File: src/rtl/gb_cart_pkg.sv
// -----------------------------------------------------------------------------
// gb_cart_pkg
// Shared definitions for the Game Boy cartridge download path:
//   - cartridge header byte offsets used for capture and checksum,
//   - loader state encoding,
//   - rom_mask_f: ROM size code -> bank mask (also used by the MBC mapper).
// -----------------------------------------------------------------------------
package gb_cart_pkg;

   // Header byte addresses (ROM image byte offsets, word aligned)
   localparam int unsigned HDR_TYPE     = 32'h146;  // word 0x146: hi byte = 0x147 (MBC type)
   localparam int unsigned HDR_SIZE     = 32'h148;  // word 0x148: lo = ROM size, hi = RAM size
   localparam int unsigned HDR_CK_FIRST = 32'h134;  // first word summed by the checksum
   localparam int unsigned HDR_CK_LAST  = 32'h14C;  // lo = 0x14C, hi = stored checksum 0x14D

   typedef enum logic [1:0] {
      ST_IDLE  = 2'd0,
      ST_SLOT  = 2'd1,
      ST_WRITE = 2'd2
   } cart_state_t;

   // ROM size code n selects 2^(n+1) banks; codes above 6 saturate at 128 banks.
   function automatic logic [6:0] rom_mask_f(input logic [7:0] n);
      logic [7:0] m;
      if (n > 8'd6) return 7'h7F;
      m = (8'd2 << n[2:0]) - 8'd1;
      return m[6:0];
   endfunction

endpackage

File: src/rtl/gb_hdr_checksum.sv
// -----------------------------------------------------------------------------
// gb_hdr_checksum
// Running Game Boy header checksum over bytes 0x134..0x14C, compared against the
// stored byte at 0x14D. Fed one accepted 16-bit word at a time.
//   clk_sys, reset_n : clock / async active-low reset
//   clr              : restart (download start); takes effect before a same-cycle stb
//   stb              : accepted word strobe
//   addr, data       : byte address (even) and word (lo = even byte)
//   hdr_ok           : checksum matched, valid after word 0x14C
// -----------------------------------------------------------------------------
module gb_hdr_checksum
   import gb_cart_pkg::*;
#(
   parameter int AW = 25
) (
   input  logic          clk_sys,
   input  logic          reset_n,
   input  logic          clr,
   input  logic          stb,
   input  logic [AW-1:0] addr,
   input  logic [15:0]   data,
   output logic          hdr_ok
);

   logic [7:0] x;
   logic [7:0] x_base;
   logic [7:0] x_run;
   logic [7:0] x_fin;
   logic       in_run;
   logic       is_last;

   // A clear in the same cycle as a word means that word starts from zero.
   assign x_base  = clr ? 8'h00 : x;
   // Each header byte contributes -(byte + 1); two bytes per word.
   assign x_run   = x_base - data[7:0] - data[15:8] - 8'd2;
   assign x_fin   = x_base - data[7:0] - 8'd1;
   assign in_run  = (addr >= AW'(HDR_CK_FIRST)) && (addr <= AW'(HDR_CK_LAST - 2));
   assign is_last = (addr == AW'(HDR_CK_LAST));

   always_ff @(posedge clk_sys or negedge reset_n) begin
      if (!reset_n) begin
         x      <= 8'h00;
         hdr_ok <= 1'b0;
      end else begin
         if (clr) begin
            x      <= 8'h00;
            hdr_ok <= 1'b0;
         end
         if (stb && in_run) begin
            x <= x_run;
         end else if (stb && is_last) begin
            x      <= x_fin;
            hdr_ok <= (x_fin == data[15:8]);
         end
      end
   end

endmodule

File: src/rtl/gb_cart_loader.sv
// -----------------------------------------------------------------------------
// gb_cart_loader
// Accepts ROM words from the HPS ioctl port, writes each into SDRAM in a
// ce_cpu slot (throttling the HPS via ioctl_wait), captures the cartridge
// header, derives bank masks and checks the header checksum.
//   clk_sys, reset_n      : clock / async active-low reset
//   ce_cpu                : SDRAM slot strobe (1 in 8)
//   ioctl_download/wr/addr/dout : HPS download stream (addr is a byte address)
//   ioctl_wait            : stall while a word is pending
//   dn_addr/dn_data/dn_we : SDRAM write port (word address), we held one slot
//   cart_ready            : image complete, header fields valid
//   cart_mbc_type/rom_size/ram_size : header bytes 0x147/0x148/0x149
//   rom_mask, ram_mask    : bank masks from the size fields
//   hdr_ok                : header checksum matched
// -----------------------------------------------------------------------------
module gb_cart_loader
   import gb_cart_pkg::*;
#(
   parameter int AW = 25
) (
   input  logic          clk_sys,
   input  logic          reset_n,
   input  logic          ce_cpu,
   input  logic          ioctl_download,
   input  logic          ioctl_wr,
   input  logic [AW-1:0] ioctl_addr,
   input  logic [15:0]   ioctl_dout,
   output logic          ioctl_wait,
   output logic [AW-2:0] dn_addr,
   output logic [15:0]   dn_data,
   output logic          dn_we,
   output logic          cart_ready,
   output logic [7:0]    cart_mbc_type,
   output logic [7:0]    cart_rom_size,
   output logic [7:0]    cart_ram_size,
   output logic [6:0]    rom_mask,
   output logic [1:0]    ram_mask,
   output logic          hdr_ok
);

   cart_state_t   state;
   logic          dl_q;
   logic [AW-2:0] word_cnt;
   logic          dl_rise;
   logic          accept;
   logic          done_wr;

   assign dl_rise = ioctl_download && !dl_q;
   // Words arriving outside IDLE or outside a download window are dropped.
   assign accept  = (state == ST_IDLE) && ioctl_wr && ioctl_download;
   assign done_wr = (state == ST_WRITE) && ce_cpu;

   always_ff @(posedge clk_sys or negedge reset_n) begin
      if (!reset_n) begin
         state         <= ST_IDLE;
         dl_q          <= 1'b0;
         word_cnt      <= '0;
         ioctl_wait    <= 1'b0;
         dn_addr       <= '0;
         dn_data       <= 16'h0000;
         dn_we         <= 1'b0;
         cart_ready    <= 1'b0;
         cart_mbc_type <= 8'h00;
         cart_rom_size <= 8'h00;
         cart_ram_size <= 8'h00;
      end else begin
         dl_q <= ioctl_download;

         // Restart clears first; a word accepted this same cycle still counts.
         word_cnt <= (dl_rise ? '0 : word_cnt) + (AW-1)'(done_wr);

         if (dl_rise) begin
            cart_ready    <= 1'b0;
            cart_mbc_type <= 8'h00;
            cart_rom_size <= 8'h00;
            cart_ram_size <= 8'h00;
         end else if (!ioctl_download && state == ST_IDLE && word_cnt != '0) begin
            cart_ready <= 1'b1;
         end

         case (state)
            ST_IDLE: begin
               if (accept) begin
                  dn_addr    <= ioctl_addr[AW-1:1];
                  dn_data    <= ioctl_dout;
                  ioctl_wait <= 1'b1;
                  state      <= ST_SLOT;
                  // Placed after the restart clear so capture wins on a tie.
                  if (ioctl_addr == AW'(HDR_TYPE)) begin
                     cart_mbc_type <= ioctl_dout[15:8];
                  end
                  if (ioctl_addr == AW'(HDR_SIZE)) begin
                     cart_rom_size <= ioctl_dout[7:0];
                     cart_ram_size <= ioctl_dout[15:8];
                  end
               end
            end
            // A ce_cpu coinciding with acceptance was seen in IDLE, so the
            // write waits for the following strobe.
            ST_SLOT: begin
               if (ce_cpu) begin
                  dn_we <= 1'b1;
                  state <= ST_WRITE;
               end
            end
            ST_WRITE: begin
               if (ce_cpu) begin
                  dn_we      <= 1'b0;
                  ioctl_wait <= 1'b0;
                  state      <= ST_IDLE;
               end
            end
            default: state <= ST_IDLE;
         endcase
      end
   end

   assign rom_mask = rom_mask_f(cart_rom_size);
   assign ram_mask = (cart_ram_size == 8'h03) ? 2'b11 : 2'b00;

   gb_hdr_checksum #(.AW(AW)) u_ck (
      .clk_sys (clk_sys),
      .reset_n (reset_n),
      .clr     (dl_rise),
      .stb     (accept),
      .addr    (ioctl_addr),
      .data    (ioctl_dout),
      .hdr_ok  (hdr_ok)
   );

endmodule

File: config.mk
export PLATFORM = sky130hd
export DESIGN_NAME = gb_cart_loader
export DESIGN_NICKNAME = d
export VERILOG_FILES = /design/src/rtl/gb_cart_pkg.sv /design/src/rtl/gb_hdr_checksum.sv /design/src/rtl/gb_cart_loader.sv
export SDC_FILE = /design/constraint.sdc
export NUM_CORES = 1
export LEC_CHECK = 0
export BUFFER_PORTS_ARGS = -buffer_cell sky130_fd_sc_hd__buf_4
export CAP_MARGIN = 20
export CORE_MARGIN = 2
export CORE_UTILIZATION = 55
export CTS_CLUSTER_DIAMETER = 80
export CTS_CLUSTER_SIZE = 12
export DETAILED_ROUTE_END_ITERATION = 10
export PLACE_DENSITY = 0.8
export RECOVER_POWER = 100
export SLEW_MARGIN = 25
export SYNTH_ARGS = -nofsm -noshare
export SYNTH_HDL_FRONTEND = slang
export SYNTH_HIERARCHICAL = 1
export SYNTH_SLANG_ARGS = --single-unit
File: constraint.sdc
create_clock -name clk_sys -period 4.53 [get_ports clk_sys]
set_input_delay 0.453 -clock clk_sys [delete_from_list [all_inputs] [get_ports clk_sys]]
set_output_delay 0.453 -clock clk_sys [all_outputs]
set_load 0.02 [all_outputs]
Word-level counts from Yosys, hierarchy flattened --
Cells that the tools add are included.
Operators by class: $add $sub $neg 6, $lt $le $gt $ge 3, equal/unequal tests 10, shift-type cells 1, multiplexer cells 34, reductions and logical operators 20
Operators with widths (count):
- $mux 8 | 15
- $eq 25x9->1 const B | 3
- $ge 25x9->1 const B | 1
- $le 25x9->1 const B | 1
- $add 24x1->24 | 1
- $mux 24 | 1
- $reduce_bool 24->1 | 1
- $sub 8x8->8 | 2
- $mux 7 | 2
- $logic_and 1x1->1 | 9
- $mux 1 | 9
- $reduce_and 3->1 | 3
- $eq 8x2->1 const B | 1
- $eq 8x8->1 | 1
- $gt 8x3->1 const B | 1
- $mux 2 | 4
- $sub 8x1->8 const B | 1
- $sub 8x2->8 const B | 1
- $shl 2x3->7 const A | 1
- $sub 7x1->7 const B | 1
- $pmux 2 s3 | 1
- $reduce_bool 2->1 | 3
- $ne 2x2->1 const B | 2
- $pmux 1 s2 | 2
- other kinds (6) | 7
Word-level totals: bits in registers 103, input port bits 46, word-level logic and storage cells 87

Depth between registers and ports, before layout --
depth after elaboration 8, mapped depth 19, depth with buffers taken out 18

Hierarchy --
The synthesis kept the hierarchy.
By module, submodules not included:
- gb_cart_loader | instances 1, cells an instance 429, area an instance 4212.8 um^2, seq. area each 2352.3 um^2
- gb_hdr_checksum | instances 1, cells an instance 201, area an instance 1704.1 um^2, seq. area each 225.2 um^2

Worst setup path before layout --
OpenSTA, ideal clock, no wires.
kind input -> register, start point input ioctl_download, end point register u_ck.x[7], setup time 0.087 ns, arrival 3.881 ns, data required time 4.443 ns, setup slack 0.562 ns, stages 19, buffers on the path 1, cells stage by stage nand2b_1 inv_1 clkbuf_8 nand2b_1 ha_1 fa_1 and2b_1 o21ai_0 a21oi_1 inv_1 ha_1 inv_1 ha_1 inv_1 o21bai_1 a21o_1 a21oi_1 xor3_1 o211ai_1
Between the ends: longest elaborated chain between the ends 6
RTL lines:
- start, declared | RTL line gb_cart_loader.sv:24 | input logic ioctl_download,
- $logic_and 1x1->1 * | RTL line gb_cart_loader.sv:48 | assign dl_rise = ioctl_download && !dl_q;
- named net dl_rise | RTL line gb_cart_loader.sv:44 | logic dl_rise;
- $mux 8 *
- $sub 8x8->8 | RTL line gb_hdr_checksum.sv:35, gb_hdr_checksum.sv:36
- $sub 8x8->8 or $sub 8x1->8 (tied branches) | RTL line gb_hdr_checksum.sv:35, gb_hdr_checksum.sv:36
- $sub 8x2->8 or $mux 8 (tied branches) | RTL line gb_hdr_checksum.sv:35, gb_hdr_checksum.sv:51
- $mux 8 * | RTL line gb_hdr_checksum.sv:49 | if (stb && in_run) begin
- end signal, assigned | RTL line gb_hdr_checksum.sv:50 | x <= x_run;
- end signal, assigned | RTL line gb_hdr_checksum.sv:52 | x <= x_fin;
- end, declared | RTL line gb_hdr_checksum.sv:25 | logic [7:0] x;
Mark *: on every way through the listed nets, which the timed path passes. The rest lies on a longest branch. A chain may end at the register's enable or synchronous reset.

Final worst setup path --
start point register dl_q, end point register u_ck.x[7]
Between the ends: longest elaborated chain between the ends 7
RTL lines:
- start, declared | RTL line gb_cart_loader.sv:42 | logic dl_q;
- start signal, assigned | RTL line gb_cart_loader.sv:67 | dl_q <= ioctl_download;
- $logic_not 1->1 * | RTL line gb_cart_loader.sv:48
- $logic_and 1x1->1 * | RTL line gb_cart_loader.sv:48
- $mux 8 *
- $sub 8x8->8 | RTL line gb_hdr_checksum.sv:35, gb_hdr_checksum.sv:36
- $sub 8x8->8 or $sub 8x1->8 (tied branches) | RTL line gb_hdr_checksum.sv:35, gb_hdr_checksum.sv:36
- $sub 8x2->8 or $mux 8 (tied branches) | RTL line gb_hdr_checksum.sv:35, gb_hdr_checksum.sv:51
- $mux 8 * | RTL line gb_hdr_checksum.sv:49
Every way passes the cells marked *; elsewhere a longest branch is shown, timed or not.

==> results.cfg <==
[hold_path]
hold_depth = 3
whs_endpoint = dn_addr[8]
hold_start = ioctl_addr[9]
hold_path_class = in2reg

[floorplanning]
initial_core_util_pct = 57.1
rows = 37
die_h_um = 108
die-width_um = 108
fp.coreArea_sq_um = 10400
fp.dieArea_sq_um = 11600
pin_count = 123

[routing]
drt_wl_total_mm = 15.5
num_vias = 5092
wire_per_inst_um = 17.5
first_pass_iters = 6
drt_iter0_markers = 430
detail-route-antenna-nets = 0
m1WireLength_mm = 6.73
wl_met2_mm = 7.58
top_layer = met4
met3_wirelength_um = 767
viasPerCell = 5.75
drc = 0

[placement]
place_congestion = 0.929
place_area_sq_um = 6910
io_buffers = 121
dp_hpwl_mm = 11.6

[power_and_ir_drop]
switching_share_pct = 35.4
p_sw_mw = 0.871
power.share.combinational_pct = 27.2
p_seq_share_pct = 46.6
p_leak_nw = 3.18
p_per_area_nw_per_um2 = 362
ir_drop_uv = 227
p_int_mw = 1.59
p_clk_share_pct = 26.2

[clock_network]
hold_buffers = 0
path_clk_slew_ns = 0.10
post_cts_buffers = 0
tritoncts = built
cts.path.max_buffers = 2
numCtsBuffers = 9
htree_levels = 3
ctsResizeCount = 0
clockRootBuffer = clkbuf_8
cts.sinks = 103
clock_latency_ns = 0.39

[synthesis]
yosysWarnings = 6
synthArstFlopShare_pct = 100
synth_seq_area_share_pct = 43.6
synth_area_sq_um = 5920
synth-edff-count = 0
synth_cell_types = 76
syn_area_per_cell_sq_um = 9.39
syn_nets = 700
ys_ff_latch = 103
synth_ff_type = dfrtp_1
syn_inst = 630

[setup_path]
worstPathArrival_ns = 4.19
crit_type = reg2reg
rr_endpoint = u_ck/x[7]
cp-end-kind = register
rrSetupSlack_ns = 0.64
start_kind = register
cp_max_fo = 8
required_ns = 4.83
r2r_cells = 18
reg2reg_from = dl_q

[timing]
hold_violations = 0
tns_ns = 0
clock-skew-final_ns = 0.0109
slew_violations = 133
finalSetupViolCount = 0
grt_setup_unrepaired = false
slew_headroom_pct = -124
timing.final.crit_share_pct = 85.9
whs_ns = 0.269
fmax_mhz = 257
fin_crit_ns = 3.89
worst_pin_slew_ns = 3.35

[finish]
area_growth_pct = 14.9
nFillCells = 921
design_area_sq_um = 6800
drive_gt1_share_pct = 11.3
layout.nets = 815
antenna_cells = 0

[job]
drv_cap = 3

[status]
violations = capacitance limit, slew limit
status = finished with violations

[grt]
gr-usage-all-layers_pct = 27.6
antenna_found_initial = 0
first_global_vias = 4966
grt_pass1_wl_mm = 24.8
grt_max_degree = 62
grt_overflow = 0
==> layer usage <==
metal | vias to the layer above | global-route usage [%]
met5 | - | 0
met4 | 0 | 11.4
met3 | 30 | 4.48
met2 | 155 | 44.9
met1 | 2499 | 36.8
li1 | 2408 | -
==> sequential cells by signal, indices dropped and copies added (netlist names) <==
name / flops
cart_mbc_type: 8
cart_ram_size: 8
cart_ready: 1
cart_rom_size: 8
dl_q: 1
dn_addr: 24
dn_data: 16
dn_we: 1
ioctl_wait: 1
state: 2
u_ck/hdr_ok: 1
u_ck/x: 8
word_cnt: 24
==> worst max path at each step <==
stage / endpoint / from / slack (ns) / depth (start not counted)
final: u_ck/x[7] / dl_q / 0.64 / 18
after global routing: u_ck/x[7] / dl_q / 0.30 / 18
after CTS: u_ck/x[7] / dl_q / 0.72 / 18
after detailed placement: u_ck/x[7] / ioctl_download / 0.55 / 20
after global placement: u_ck/x[7] / ioctl_download / 0.65 / 20
after floorplan: u_ck/x[7] / ioctl_download / 0.56 / 19
==> logic make-up after synthesis <==
| kind of cell | share of synthesized area [%] |
|---|---|
| adders and majority gates | 5.33 |
| xor gates and xnor gates | 6.83 |
| and+or+nand+nor | 23.0 |
| buffers and inverters | 5.16 |
| DFF | 43.6 |
| muxes | 5.12 |
| other | 0.0634 |
| AOI/OAI and AO/OA | 10.9 |
==> cell usage after synthesis (all sizes together), types with 12 or more instances <==
library cell / count / area [sq um]
nor4: 19 / 170
xnor2: 15 / 139
mux2i: 28 / 280
clkbuf: 15 / 67.6
o21ai: 31 / 155
ha: 22 / 275
inv: 45 / 169
nor2: 27 / 101
xor2: 15 / 150
dfrtp: 103 / 2580
nand2: 147 / 552
a21oi: 20 / 100
or4: 13 / 105
nand4: 12 / 81.3
==> metrics by stage <==
stage	total power [mW]	setup slack (ns)	util, %	cells
after floorplan	1.58	0.562	-	630
after global placement	1.92	0.645	66.6	870
after detailed placement	1.94	0.549	66.6	870
after CTS	2.59	0.715	68.8	886
after global routing	2.58	0.303	65.6	886
final	2.46	0.640	65.6	886
==> cell type report <==
class                   instances  area [sq um]  share of cell area, %
clock buffers                  13           179                   2.63
clock inverters                 3          47.5                  0.699
inverters                      45           169                   2.48
multi-input cells             459          3010                   44.2
flip-flops and latches        103          2580                   37.9
well taps                     136           170                   2.50
repair buffers                127           651                   9.57
==> power groups by stage <==
stage | combinational [mW] | sequential, mW | clock [mW]
after floorplan | 0.272 | 1.31 | 0
after global placement | 0.762 | 1.16 | 0
after detailed placement | 0.781 | 1.16 | 0
after CTS | 0.784 | 1.15 | 0.654
after global routing | 0.734 | 1.16 | 0.687
final | 0.668 | 1.15 | 0.644
==> critical path, cell delays in order (launching register included) <==
cell	delay, ns
dfrtp_1	0.36
nand2b_1	0.15
inv_1	0.15
nand2b_1	0.20
inv_1	0.06
ha_1	0.26
nor2b_1	0.23
o22a_1	0.32
xor2_4	0.32
inv_1	0.08
ha_1	0.28
inv_1	0.04
ha_1	0.32
a21oi_1	0.14
o21bai_1	0.10
a21o_1	0.18
a21oi_1	0.18
xor3_1	0.24
o211ai_1	0.19
==> cells in the final DEF, fill, tap and decap left out, types with 7 or more instances in the layout <==
cell type / Yosys / routed
inv_1: 44 / 45
o31ai_1: 11 / 11
xor2_1: 14 / 14
clkbuf_1: 13 / 80
a21oi_1: 20 / 20
buf_4: 2 / 46
ha_1: 22 / 22
mux2i_1: 28 / 28
nand2_1: 147 / 147
nand4_1: 11 / 11
or4_1: 9 / 9
o21ai_0: 30 / 31
nor2_1: 27 / 27
dfrtp_1: 103 / 103
nor2b_1: 8 / 8
xnor2_1: 14 / 14
nand3_1: 8 / 7
nor4_1: 15 / 17
clkbuf_8: 1 / 13
Note: power is estimated with default switching activity, not from simulation.
